File: src/rtl/fp32_defs.sv
// Shared FP32 field widths, limits and normalizer state encoding.
package fp32_defs;

  localparam int unsigned EXP_W      = 8;
  localparam int unsigned FRAC_W     = 23;
  localparam int unsigned GRS_W      = 3;
  localparam int unsigned MANT_IN_W  = 28;
  localparam int unsigned MANT_OUT_W = MANT_IN_W - 1;
  localparam int unsigned HID_BIT    = FRAC_W + GRS_W;

  localparam logic [EXP_W-1:0] EXP_MAX = 8'hFF;

  typedef enum logic [1:0] {
    S_IDLE,
    S_EVAL,
    S_SHIFT,
    S_DONE
  } fpn_state_t;

endpackage

File: src/rtl/lzc28.sv
// Combinational leading-zero count over the hidden bit and below (27 bits).
module lzc28 (
  input  logic [26:0] in_bits,
  output logic [4:0]  count
);

  logic found;

  always_comb begin
    count = 5'd27;
    found = 1'b0;
    for (int unsigned i = 0; i < 27; i++) begin
      if (!found && in_bits[26-i]) begin
        count = 5'(i);
        found = 1'b1;
      end
    end
  end

endmodule

File: src/rtl/fp_normalize32.sv
// FP32 post-add normalizer: carry right-shift or iterative left-shift to restore the hidden bit.
// Define FPN_LZC_EN for a single-cycle leading-zero-count barrel shift instead of the SHIFT loop.
module fp_normalize32
  import fp32_defs::*;
#(
  parameter real         T          = 0.0,
  parameter int unsigned SHIFT_STEP = 1
) (
  input  logic                  clk,
  input  logic                  rst_n,
  input  logic                  in_valid,
  output logic                  in_ready,
  input  logic                  in_sign,
  input  logic [EXP_W-1:0]      in_exp,
  input  logic [MANT_IN_W-1:0]  in_mant,
  output logic                  out_valid,
  input  logic                  out_ready,
  output logic                  out_sign,
  output logic [EXP_W-1:0]      out_exp,
  output logic [MANT_OUT_W-1:0] out_mant,
  output logic                  out_zero,
  output logic                  out_ovf,
  output logic                  out_unf
);

  if (!(SHIFT_STEP == 1 || SHIFT_STEP == 2 || SHIFT_STEP == 4) || T < 0.0) begin : g_bad_param
    $error("fp_normalize32: SHIFT_STEP must be 1, 2 or 4 and T must be non-negative");
  end

  fpn_state_t           state, state_nx;
  logic                 sign_r, sign_nx;
  logic [EXP_W:0]       exp_r, exp_nx;
  logic [MANT_IN_W-1:0] mant_r, mant_nx;
  logic                 zero_r, zero_nx;
  logic                 ovf_r, ovf_nx;
  logic                 unf_r, unf_nx;

  logic [4:0]           lz;
  logic [4:0]           shamt;
  logic [EXP_W:0]       exp_m1;
  logic [EXP_W:0]       exp_inc;
  logic [EXP_W:0]       exp_shl;
  logic [MANT_IN_W-1:0] mant_shl;
  logic                 take_shift;

`ifdef FPN_LZC_EN
  lzc28 u_lzc (
    .in_bits (mant_r[HID_BIT:0]),
    .count   (lz)
  );
`else
  logic lz_run;

  // Leading zeros among the top SHIFT_STEP bits only, saturating at SHIFT_STEP.
  always_comb begin
    lz     = '0;
    lz_run = 1'b1;
    for (int unsigned i = 0; i < SHIFT_STEP; i++) begin
      if (lz_run && !mant_r[HID_BIT-i]) lz = 5'(i + 1);
      else                              lz_run = 1'b0;
    end
  end
`endif

  // Never shift the exponent below 1; exp_m1 is only used once exp_r >= 2.
  assign exp_m1   = exp_r - 9'd1;
  assign shamt    = ({4'b0, lz} > exp_m1) ? exp_m1[4:0] : lz;
  assign mant_shl = mant_r << shamt;
  assign exp_shl  = exp_r - {4'b0, shamt};
  assign exp_inc  = exp_r + 9'd1;

  always_ff @(posedge clk or negedge rst_n) begin
    if (!rst_n) begin
      state  <= S_IDLE;
      sign_r <= 1'b0;
      exp_r  <= '0;
      mant_r <= '0;
      zero_r <= 1'b0;
      ovf_r  <= 1'b0;
      unf_r  <= 1'b0;
    end else begin
      state  <= state_nx;
      sign_r <= sign_nx;
      exp_r  <= exp_nx;
      mant_r <= mant_nx;
      zero_r <= zero_nx;
      ovf_r  <= ovf_nx;
      unf_r  <= unf_nx;
    end
  end

  always_comb begin
    state_nx   = state;
    sign_nx    = sign_r;
    exp_nx     = exp_r;
    mant_nx    = mant_r;
    zero_nx    = zero_r;
    ovf_nx     = ovf_r;
    unf_nx     = unf_r;
    take_shift = 1'b0;

    case (state)
      S_IDLE: begin
        if (in_valid) begin
          sign_nx  = in_sign;
          exp_nx   = {1'b0, in_exp};
          mant_nx  = in_mant;
          zero_nx  = 1'b0;
          ovf_nx   = 1'b0;
          unf_nx   = 1'b0;
          state_nx = S_EVAL;
        end
      end
      S_EVAL: begin
        if (mant_r == '0) begin
          exp_nx   = '0;
          zero_nx  = 1'b1;
          state_nx = S_DONE;
        end else if (mant_r[MANT_IN_W-1]) begin
          if (exp_inc >= {1'b0, EXP_MAX}) begin
            exp_nx  = {1'b0, EXP_MAX};
            mant_nx = '0;
            ovf_nx  = 1'b1;
          end else begin
            exp_nx  = exp_inc;
            mant_nx = {1'b0, mant_r[MANT_IN_W-1:2], mant_r[1] | mant_r[0]};
          end
          state_nx = S_DONE;
        end else if (mant_r[HID_BIT]) begin
          state_nx = S_DONE;
        end else if (exp_r <= 9'd1) begin
          exp_nx   = '0;
          unf_nx   = 1'b1;
          state_nx = S_DONE;
        end else begin
`ifdef FPN_LZC_EN
          take_shift = 1'b1;
`else
          state_nx = S_SHIFT;
`endif
        end
      end
      S_SHIFT: take_shift = 1'b1;
      S_DONE: begin
        if (out_ready) state_nx = S_IDLE;
      end
      default: state_nx = S_IDLE;
    endcase

    // Shared by the LZC barrel shift in EVAL and each iterative SHIFT step.
    if (take_shift) begin
      mant_nx = mant_shl;
      if (mant_shl[HID_BIT]) begin
        exp_nx   = exp_shl;
        state_nx = S_DONE;
      end else if (exp_shl == 9'd1) begin
        exp_nx   = '0;
        unf_nx   = 1'b1;
        state_nx = S_DONE;
      end else begin
        exp_nx   = exp_shl;
        state_nx = S_SHIFT;
      end
    end
  end

  assign in_ready  = (state == S_IDLE);
  assign out_valid = (state == S_DONE);
  assign out_sign  = sign_r;
  assign out_exp   = exp_r[EXP_W-1:0];
  assign out_mant  = mant_r[MANT_OUT_W-1:0];
  assign out_zero  = zero_r;
  assign out_ovf   = ovf_r;
  assign out_unf   = unf_r;

endmodule

File: config.mk
export PLATFORM = sky130hd
export DESIGN_NAME = fp_normalize32
export DESIGN_NICKNAME = d
export VERILOG_FILES = /design/src/rtl/fp32_defs.sv /design/src/rtl/lzc28.sv /design/src/rtl/fp_normalize32.sv
export SDC_FILE = /design/constraint.sdc
export NUM_CORES = 1
export LEC_CHECK = 0
export ABC_AREA = 1
export BUFFER_PORTS_ARGS = -buffer_cell sky130_fd_sc_hd__buf_4
export CAP_MARGIN = 20
export CORE_MARGIN = 1
export CORE_UTILIZATION = 60
export DETAILED_ROUTE_END_ITERATION = 12
export PLACE_DENSITY = 0.87
export SYNTH_ARGS = -nofsm -noshare
export SYNTH_HDL_FRONTEND = slang
export SYNTH_SLANG_ARGS = --single-unit
File: constraint.sdc
create_clock -name clk -period 7.3 [get_ports clk]
set_input_delay 0 -clock clk [delete_from_list [all_inputs] [get_ports clk]]
set_output_delay 0 -clock clk [all_outputs]
set_load 0.05 [all_outputs]
==> summary.txt, run 1 <==
Outcome
  – Status: finished, final reports clean

Global route
  – Initial antenna violation count: 0
  – All-layer global routing usage: 0.3184
  – First-pass GRT wire length: roughly 16,000 um
  – Met2 Usage GRT: 0.5102
  – M3 GR Usage: 0.05909
  – Most Used Layer, Global Route: met2
  – Grt ovf: 0
  – Number of global-route vias before repair: 3,488
  – Met1 usage: 0.4184
  – Largest net degree at the start of global routing: 54

CTS
  – Clk_lat worst skew: about 0.30 ns
  – CTS clk-pin slew, worst paths: 0.09 ns
  – Post-CTS Setup Repair Bufs: 0
  – Total CTS buffers: 5
  – Root Driver: clkbuf_8
  – CTS tree: done
  – CTS Sinks: 43
  – H-tree Lvls: 2
  – Longest Clk Path Bufs: 2
  – Post-CTS Resized: 0

STA
  – Max Slew Vio Count: 0
  – Slew @ Worst Pin: 0.6647 ns
  – Clk_skew: 0.009309 ns
  – Crit path time final: roughly 3.4 ns
  – Final period util: 0.4636
  – RSZ-0062 raised after global routing: false
  – Slew margin rel.: 0.5553
  – Final hold vios: 0
  – Setup TNS: 0 ns
  – Achievable Freq: 295.5 MHz
  – Count of final setup violators: 0

Synthesis
  – Most frequent cell after synthesis: nand2_1
  – Main area contributors after synthesis: dfrtp_1 (29%), nand2_1 (7.7%), buf_4 (7.5%)
  – Post-synth top area cell: dfrtp_1
  – Cell variety after synth: 38
  – Post-Syn Nets: around 560
  – Register bit total from synthesis: 43
  – Synth top area share: 0.2919
  – Yosys warnings: 0
  – Sequential area share after synthesis: 0.2919
  – Post-synth EDFFs: 0
  – Most frequent cells after synthesis: nand2_1 (76), inv_1 (52), nand3_1 (49)
  – Post-synth ARST share: 1.000
  – Most common flop cell mapped by yosys: dfrtp_1
  – Post-synthesis area per instance: 7.299 um2
  – Syn Std Cell Area: between 0.003 and 0.004 mm2
  – Syn Inst Count: 505

Placed design
  – DP HPWL: just under 7000 um
  – RePlAce Congestion: about 0.95
  – IO buf count: approximately 80

Flow run
  – Max-Cap Viols: 0

Cells and area
  – Final net count: between 500 and 600
  – Layout area overhead: 13.17%
  – Layout cell share with drive strength beyond 1: 0.2241
  – ANT cells: 0

Drt
  – Wire length per cell: 16.24 um
  – Via Count: 3,825
  – Vias/cell: about 6.2
  – Antenna-violating nets left: 0
  – Routed Wire Length: 9985 um
  – Initial DRC count: 273
  – Router iterations before antenna repair: 6
  – DR DRC count: 0

Critical path
  – CP Capture Type: flop
  – CP startpoint kind: flop
  – CP required: roughly 7.6 ns
  – Worst Path Max Fanout: 10
  – Kind of critical path: reg2reg
  – Arr. time, crit path: around 3.6 ns

Die
  – Die ar.: ~0.0065 mm2
  – Die height: roughly 80 um
  – Num rows: 28
  – Num ports: about 80
  – Die width: between 80 and 90 um
  – Initial Util: 0.6226
  – Core ar.: 0.005921 mm2

Worst hold path
  – Hold crit path type: in2reg
state kept, by name, summed over array words and instances, names as in the netlist:
| signal | cells |
|---|---|
| out_sign | 1 |
| mant_r | 28 |
| out_unf | 1 |
| out_zero | 1 |
| out_ovf | 1 |
| state | 2 |
| exp_r | 9 |
cell families after synthesis:
logic type / after synthesis / share of synthesized area
buf+inv: 122 / 0.1721
xor+xnor: 10 / 0.02580
simple gates: 193 / 0.2475
flops: 43 / 0.2919
mux: 1 / 0.003055
fa+ha+maj: 12 / 0.04073
compound gates: 123 / 0.2179
other cells: 1 / 0.001017
final cells by class:
| cell class | count | area, um2 |
|---|---|---|
| multi-input combinational | 340 | 1978 |
| clock buffer | 5 | 68.82 |
| clock inverter | 3 | 43.79 |
| tap | 75 | 93.84 |
| fill | 516 | 1749 |
| timing repair buffer | 90 | 685.7 |
| inverter | 59 | 225.2 |
| sequential | 43 | 1076 |
final timing paths:
| path | endpoint | slack, ns | from | depth (start not counted) |
|---|---|---|---|---|
| worst max-delay path | state[0]$_DFFE_PN0P_ | 3.92 | exp_r[0]$_DFFE_PN0P_ | 21 |
| worst min-delay path | exp_r[7]$_DFFE_PN0P_ | 0.02 | in_exp[7] | 3 |
| worst max register to register | state[0]$_DFFE_PN0P_ | 3.92 | exp_r[0]$_DFFE_PN0P_ | 21 |
| worst min register to register | out_sign$_DFFE_PN0P_ | 0.52 | out_sign$_DFFE_PN0P_ | 1 |
| max in group asynchronous | mant_r[14]$_DFFE_PN0P_ | 6.67 | rst_n | 2 |
| min in group asynchronous | mant_r[8]$_DFFE_PN0P_ | 0.22 | rst_n | 2 |
cells in the final DEF, fill, tap and decap left out, types with 2 or more instances in the layout:
cell | netlist | layout
dfrtp_1 | 43 | 43
nor2_4 | 3 | 3
xor2_1 | 8 | 8
nor3_1 | 6 | 6
a31oi_1 | 4 | 4
nand3_2 | 4 | 4
nand4_1 | 15 | 15
o211ai_1 | 25 | 25
nand3_1 | 49 | 49
inv_1 | 52 | 52
o21ai_0 | 13 | 13
dlygate4sd3_1 | 0 | 4
clkbuf_8 | 0 | 5
buf_4 | 37 | 86
inv_2 | 5 | 5
nand2_2 | 3 | 3
nor2_2 | 5 | 6
ha_1 | 12 | 12
a32oi_1 | 27 | 27
o21a_1 | 2 | 2
nor2_1 | 29 | 28
a21oi_1 | 47 | 47
nand2_1 | 76 | 76
clkinv_2 | 1 | 2
per-layer routing:
metal | routed length (um) | part of all wire
met1 | 4229 | 0.42
met2 | 4691 | 0.47
met3 | 810 | 0.081
met4 | 253 | 0.025
met5 | 0 | 0
repair_timing:
action,CTS,global route
endpoints found under the hold margin,46,0
setup endpoints to repair,0,0
hold buffers,4,0
through the flow:
step                      instance area [um2]  utilization  cells  worst slack, ns  hold WS [ns]
after global routing                     4172       0.7046    615            3.539       0.02415
after global placement                   4019       0.6788    603            4.117       0.03684
after floorplan                          3686            -    505            4.385       -0.2956
after CTS                                4172       0.7046    615            3.940      0.005004
final                                    4172       0.7046    615            3.916       0.01592
after detailed placement                 4019       0.6788    603            3.991       0.03227
worst max-delay path, cell delays in order (launching register included):
cell	delay (ns)
dfrtp_1	0.56
inv_2	0.18
ha_1	0.35
nand2_1	0.06
nor2_1	0.11
nand2_1	0.07
nor2_2	0.13
nand3_2	0.12
nand2_1	0.09
nand2_2	0.06
ha_1	0.19
nor2_1	0.14
nor3_1	0.06
nor3_1	0.31
nand3_1	0.14
xor2_1	0.17
nand4_1	0.13
nor2_2	0.15
nand2_1	0.07
nand2_1	0.06
nand3_1	0.08
nand2_1	0.08
Power of run 1 is not shown: default switching activity piles up to over one toggle a cycle in this logic, so the estimate is an artifact.
==> inputs of run 2 (changes only) <==
--- a/config.mk
+++ b/config.mk
@@ -5,13 +5,13 @@
 export SDC_FILE = /design/constraint.sdc
 export NUM_CORES = 1
 export LEC_CHECK = 0
-export ABC_AREA = 1
+export ABC_AREA = 0
 export BUFFER_PORTS_ARGS = -buffer_cell sky130_fd_sc_hd__buf_4
 export CAP_MARGIN = 20
 export CORE_MARGIN = 1
-export CORE_UTILIZATION = 60
+export CORE_UTILIZATION = 55
 export DETAILED_ROUTE_END_ITERATION = 12
-export PLACE_DENSITY = 0.87
+export PLACE_DENSITY = 0.81
 export SYNTH_ARGS = -nofsm -noshare
 export SYNTH_HDL_FRONTEND = slang
 export SYNTH_SLANG_ARGS = --single-unit
==> constraint.sdc (replaced) <==
create_clock -name clk -period 3.3 [get_ports clk]
set_input_delay 0 -clock clk [delete_from_list [all_inputs] [get_ports clk]]
set_output_delay 0 -clock clk [all_outputs]
set_load 0.05 [all_outputs]
==> summary.txt, run 2 <==
Global route
  – Largest net degree at the start of global routing: 44 (-19%)
  – All-layer global routing usage: 0.3087 (-0.009679)
  – Initial antenna violation count: 0 (unchanged)
  – Number of global-route vias before repair: 3,475 (-0.37%)
  – First-pass GRT wire length: 17,390 um (+8.4%)
  – Grt ovf: 0 (unchanged)

Critical path
  – Worst path most repeated cell: nand2_1
  – CP startpoint kind: flop
  – Crit-path cells: inv_2 > ha_4 > or3b_4 > nor3_4 > a21oi_2 > or2_4 > nand2_1 > nand2_1 > ha_2 > o21ai_2 > nand2_1 > or3_1 > or2_2 > o221ai_1 > o2bb2ai_1
  – Arr. time, crit path: 3.37 ns (-0.26 ns)
  – CP max stage cell: or3b_4
  – CP Capture Type: flop
  – Worst Path Max Fanout: 5 (-5)
  – CP required: 3.54 ns (-4.01 ns)
  – CP max stage delay: 0.39 ns (-0.17 ns)
  – Kind of critical path: reg2reg

Synthesis
  – Main area contributors after synthesis: dfrtp_1 (30%), buf_4 (7.3%), a221o_1 (7.0%)
  – Post-synth ARST share: 1.000 (unchanged)
  – Post-synth EDFFs: 0 (unchanged)
  – Cell variety after synth: 63 (+66%)
  – Post-Syn Nets: 483 (-13%)
  – Most common flop cell mapped by yosys: dfrtp_1
  – Sequential area share after synthesis: 0.2993 (+0.007417)
  – Post-synth top area cell: dfrtp_1
  – Synth top area share: 0.2993 (+0.007417)
  – Most frequent cell after synthesis: nand2_1
  – Syn Std Cell Area: 0.003595 mm2 (-2.5%)
  – Register bit total from synthesis: 43 (unchanged)
  – Most frequent cells after synthesis: nand2_1 (48), dfrtp_1 (43), a21oi_1 (39)
  – Post-synthesis area per instance: 8.360 um2 (+15%)
  – Syn Inst Count: 430 (-15%)
  – Yosys warnings: 0 (unchanged)

Die
  – Die width: 82.85 um (+3.1%)
  – Die ar.: 0.006863 mm2 (+6.2%)
  – Num ports: 82 (unchanged)
  – Core ar.: 0.006314 mm2 (+6.6%)
  – Initial Util: 0.5694 (-0.05321)
  – Die height: 82.85 um (+3.1%)
  – Num rows: 29 (+3.6%)

CTS
  – Longest Clk Path Bufs: 2 (unchanged)
  – CTS tree: done
  – Total CTS buffers: 5 (unchanged)
  – CTS clk-pin slew, worst paths: 0.09 ns (about the same)
  – Root Driver: clkbuf_8
  – CTS Sinks: 43 (unchanged)
  – Clk_lat worst skew: 0.31 ns (about the same)
  – H-tree Lvls: 2 (unchanged)

Outcome
  – Status: finished, final reports clean

STA
  – Achievable Freq: 319.0 MHz (+8.0%)
  – Final worst slack: 0.1652 ns (-3.751 ns)
  – Crit path time final: 3.135 ns (-0.2495 ns)
  – Slew @ Worst Pin: 0.8245 ns (+0.1598 ns)
  – Slew margin rel.: 0.4445 (-0.1108)
  – Final period util: 0.9499 (+0.4863)
  – Count of final setup violators: 0 (unchanged)
  – Max Slew Vio Count: 0 (unchanged)
  – Clk_skew: 0.01023 ns (+0.0009191 ns)
  – Final hold vios: 0 (unchanged)

Cells and area
  – Layout cell share with drive strength beyond 1: 0.3079 (+0.08378)
  – Max FFs per register: 28 (unchanged)
  – Final net count: 536 (-9.5%)
  – Final instance area: 0.004302 mm2 (+3.1%)
  – Biggest register: mant_r
  – Most common cell after layout, fill and taps aside: buf_4
  – Layout area overhead: 19.67%
  – Top Registers: mant_r: 28 flops, exp_r: 9 flops, state: 2 flops
  – ANT cells: 0 (unchanged)
  – Commonest cells after routing, fill and taps aside: buf_4 (111), nand2_1 (48), dfrtp_1 (43)

Drt
  – Router iterations before antenna repair: 4 (-2)
  – Initial DRC count: 311 (+14%)
  – Via Count: 3,742 (-2.2%)
  – Vias/cell: 6.670 (+7.2%)
  – Routed Wire Length: 10,750 um (+7.7%)
  – Wire length per cell: 19.17 um (+18%)
  – Antenna-violating nets left: 0 (unchanged)
  – DR DRC count: 0 (unchanged)

Placed design
  – RePlAce Congestion: 0.9332 (-2.0%)
  – IO buf count: 81 (unchanged)
  – Dpl ws: -0.01332 ns (-4.004 ns)
  – Dpl cell area: 0.004119 mm2 (+2.5%)
  – DP HPWL: 7526 um (+9.8%)

Flow run
  – Max-Cap Viols: 0 (unchanged)

Worst hold path
  – Hold crit path type: in2reg
## run 2: critical path: cells and delay by family, from the launching register on
family                   cells  cell delay (ns)
buffers and inverters        1             0.06
flip-flops                   1             0.37
AO/OA/AOI/OAI                4             0.53
adder cells (fa/ha/maj)      2             0.36
AND/OR/NAND/NOR              8             1.75
## run 2: path summary, 6_finish.rpt
kind / from / endpoint / slack, ns / depth (start not counted)
worst max-delay path: exp_r[0]$_DFFE_PN0P_ / exp_r[6]$_DFFE_PN0P_ / 0.17 / 15
worst min-delay path: in_exp[6] / exp_r[6]$_DFFE_PN0P_ / 0.02 / 4
worst max register to register: exp_r[0]$_DFFE_PN0P_ / exp_r[6]$_DFFE_PN0P_ / 0.17 / 15
worst min register to register: out_sign$_DFFE_PN0P_ / out_sign$_DFFE_PN0P_ / 0.53 / 1
max in group asynchronous: rst_n / mant_r[19]$_DFFE_PN0P_ / 2.68 / 2
min in group asynchronous: rst_n / exp_r[8]$_DFFE_PN0P_ / 0.22 / 2
## run 2: area by class of cell
class / count / area (um2)
Clock buffer: 5 / 68.82
Timing Repair Buffer: 114 / 868.3
Fill cell: 545 / 2012
Multi-Input combinational cell: 304 / 2112
Inverter: 15 / 56.30
Sequential cell: 43 / 1076
Clock inverter: 3 / 23.77
Tap cell: 77 / 96.34
## run 2: kinds of logic after synthesis
logic type	share of synthesized area
simple gates	0.1751
flops	0.2993
xor+xnor	0.01218
compound gates	0.3237
fa+ha+maj	0.04177
mux	0.01253
buf+inv	0.1344
other cells	0.001043
## run 2: per-stage QoR
| step | hold slack [ns] | instances | TNS, ns | utilization |
|---|---|---|---|---|
| final | 0.02168 | 561 | 0 | 0.6813 |
| after global routing | 0.03407 | 561 | -0.006784 | 0.6813 |
| after CTS | 0.01821 | 558 | 0 | 0.6712 |
| after detailed placement | 0.04149 | 548 | -0.01332 | 0.6524 |
| after global placement | 0.04246 | 547 | 0 | 0.6500 |
| after floorplan | -0.2956 | 430 | 0 | - |
## run 2: metal layers
metal | part of all wire | track usage | routed length [um]
met3 | 0.074 | 0.04076 | 795
met4 | 0.015 | 0.07524 | 157
met1 | 0.43 | 0.4346 | 4677
met5 | 0 | 0 | 0
met2 | 0.48 | 0.5045 | 5123
## run 2: what timing repair did
item	4_1_cts	5_1_grt
setup buffers	0	3
hold buffers	2	0
setup endpoints to repair	1	6
resized for setup	1	12
hold endpoints to repair	44	0
pin swaps	0	5
Power of run 2 is left out for the same reason.
==> inputs of run 3 (changes only) <==
--- a/config.mk
+++ b/config.mk
@@ -11,7 +11,7 @@
 export CORE_MARGIN = 1
 export CORE_UTILIZATION = 55
 export DETAILED_ROUTE_END_ITERATION = 12
-export PLACE_DENSITY = 0.81
+export PLACE_DENSITY = 0.87
 export SYNTH_ARGS = -nofsm -noshare
 export SYNTH_HDL_FRONTEND = slang
 export SYNTH_SLANG_ARGS = --single-unit
==> summary.txt, run 3 (synthesis gave the netlist of run 2 again) <==
Critical path
  – Worst r2r dst: exp_r[6]$_DFFE_PN0P_
  – Arr. time, crit path: 3.45 ns (+0.08 ns)
  – CP startpoint: exp_r[1]$_DFFE_PN0P_
  – Kind of critical path: reg2reg
  – Worst path most repeated cell: ha_4
  – CP max stage delay: 0.39 ns (about the same)
  – Reg-to-reg startpoint: exp_r[1]$_DFFE_PN0P_
  – CP max stage cell: or3b_4
  – CP required: 3.53 ns (about the same)
  – R2R Setup Slk: 0.08 ns (-0.08 ns)
  – Critical Path End: exp_r[6]$_DFFE_PN0P_
  – Crit-path cells: inv_2 > ha_4 > or3b_4 > nor3_4 > a21oi_2 > or2_4 > nand2_1 > nand2_4 > ha_4 > o21ai_2 > nand2_2 > or3_1 > or2_2 > o221ai_1 > o2bb2ai_1
  – CP startpoint kind: flop
  – Cells on worst reg2reg path: 15 (unchanged)
  – CP Capture Type: flop
  – Worst Path Max Fanout: 5 (unchanged)

Cells and area
  – Biggest register: mant_r
  – Final Util: 0.6867 (+0.005351)
  – Final net count: 534 (-0.37%)
  – Filler cells: 527 (-3.3%)
  – Max FFs per register: 28 (unchanged)
  – Layout area overhead: 20.61%
  – Layout cell share with drive strength beyond 1: 0.3091 (+0.001277)
  – Top Registers: mant_r: 28 flops, exp_r: 9 flops, state: 2 flops
  – ANT cells: 0 (unchanged)
  – Most common cell after layout, fill and taps aside: buf_4
  – Commonest cells after routing, fill and taps aside: buf_4 (109), nand2_1 (46), dfrtp_1 (43)
  – Non-filler cells, final: 559 (-0.36%)

CTS
  – Longest Clk Path Bufs: 2 (unchanged)
  – CTS clk-pin slew, worst paths: 0.09 ns (about the same)
  – H-tree Lvls: 2 (unchanged)
  – CTS tree: done
  – CTS Sinks: 43 (unchanged)
  – Clk_lat worst skew: 0.31 ns (about the same)
  – Root Driver: clkbuf_8
  – Total CTS buffers: 5 (unchanged)

STA
  – Achievable Freq: 310.8 MHz (-2.6%)
  – Final period util: 0.9750 (+0.02509)
  – Slew @ Worst Pin: 0.7977 ns (-0.02675 ns)
  – Clk_skew: 0.01039 ns (+0.0001604 ns)
  – Crit path time final: 3.218 ns (+0.08281 ns)
  – Max Slew Vio Count: 0 (unchanged)
  – Count of final setup violators: 0 (unchanged)
  – Final hold vios: 0 (unchanged)
  – RSZ-0062 raised after global routing: true
  – Slew margin rel.: 0.4626 (+0.01802)
  – Setup TNS: 0 ns (unchanged)

Die
  – Die width: 82.85 um (unchanged)
  – Core ar.: 0.006314 mm2 (unchanged)
  – Num ports: 82 (unchanged)
  – Initial Util: 0.5694 (unchanged)
  – Die height: 82.85 um (unchanged)
  – Die ar.: 0.006863 mm2 (unchanged)
  – Num rows: 29 (unchanged)

Global route
  – All-layer global routing usage: 0.3062 (-0.002482)
  – Largest net degree at the start of global routing: 44 (unchanged)
  – M3 GR Usage: 0.05666 (+0.01590)
  – Grt ovf: 0 (unchanged)
  – Met1 usage: 0.4091 (-0.02552)
  – Initial antenna violation count: 0 (unchanged)
  – Most Used Layer, Global Route: met2
  – First-pass GRT wire length: 17,320 um (-0.43%)
  – Number of global-route vias before repair: 3,614 (+4.0%)
  – Met2 Usage GRT: 0.4844 (-0.02012)

Outcome
  – Status: finished, final reports clean

Placed design
  – DP Cell Count: 546 (-0.36%)
  – RePlAce Congestion: 0.9371 (+0.42%)
  – IO buf count: 81 (unchanged)
  – DP HPWL: 7312 um (-2.8%)

Drt
  – Via Count: 3,814 (+1.9%)
  – Initial DRC count: 437 (+41%)
  – DR DRC count: 0 (unchanged)
  – Routed Wire Length: 10,470 um (-2.7%)
  – Antenna-violating nets left: 0 (unchanged)
  – Vias/cell: 6.823 (+2.3%)
  – Wire length per cell: 18.73 um (-2.3%)
  – Router iterations before antenna repair: 5 (+1)

Worst hold path
  – Hold crit path type: in2reg

Flow run
  – Max-Cap Viols: 0 (unchanged)
==> run 3: worst min-delay path by stage <==
stage	start	end	slack (ns)	cells after the start
finish	in_mant[0]	mant_r[0]$_DFFE_PN0P_	0.04	4
global placement	rst_n	exp_r[5]$_DFFE_PN0P_	0.04	1
CTS	in_exp[6]	exp_r[6]$_DFFE_PN0P_	0.02	4
floorplan	rst_n	exp_r[0]$_DFFE_PN0P_	-0.30	0
global route	in_exp[6]	exp_r[6]$_DFFE_PN0P_	0.06	4
detailed placement	rst_n	exp_r[3]$_DFFE_PN0P_	0.03	1
==> run 3: area by class of cell <==
type,instances,area [um2],area share
flip-flops and latches,43,1076,0.2482
well taps,77,96.34,0.02222
clock inverters,3,43.79,0.01010
repair buffers,112,853.3,0.1968
multi-input cells,304,2141,0.4938
inverters,15,56.30,0.01299
clock buffers,5,68.82,0.01587
==> run 3: repair_timing <==
| item | CTS | global route |
|---|---|---|
| pin swaps | 0 | 5 |
| gates resized for setup | 1 | 16 |
| hold buffers | 2 | 0 |
| endpoints found under the hold margin | 44 | 0 |
| buffers inserted | 0 | 2 |
| endpoints found under the setup margin | 1 | 6 |
==> run 3: per-stage QoR <==
| stage | instance area (um2) | hold WS, ns | worst slack [ns] |
|---|---|---|---|
| after global placement | 4096 | 0.03594 | 0.1363 |
| final | 4335 | 0.03892 | 0.08239 |
| after CTS | 4235 | 0.02222 | 0.006229 |
| after floorplan | 3613 | -0.2956 | 0.01721 |
| after global routing | 4335 | 0.05644 | -0.09739 |
| after detailed placement | 4096 | 0.03476 | -0.04996 |
==> run 3: per-layer routing <==
metal / vias up / part of all wire
li1: 1710 / -
met1: 1831 / 0.40
met2: 235 / 0.48
met3: 38 / 0.089
met4: 0 / 0.030
met5: - / 0
==> run 3: critical path: cells and delay by family (launching register included) <==
family	cells	cell delay [ns]
flip-flops	1	0.37
buffers and inverters	1	0.06
AND/OR/NAND/NOR	8	1.80
adder cells (fa/ha/maj)	2	0.32
AO/OA/AOI/OAI	4	0.58
Power of run 3 is left out for the same reason.
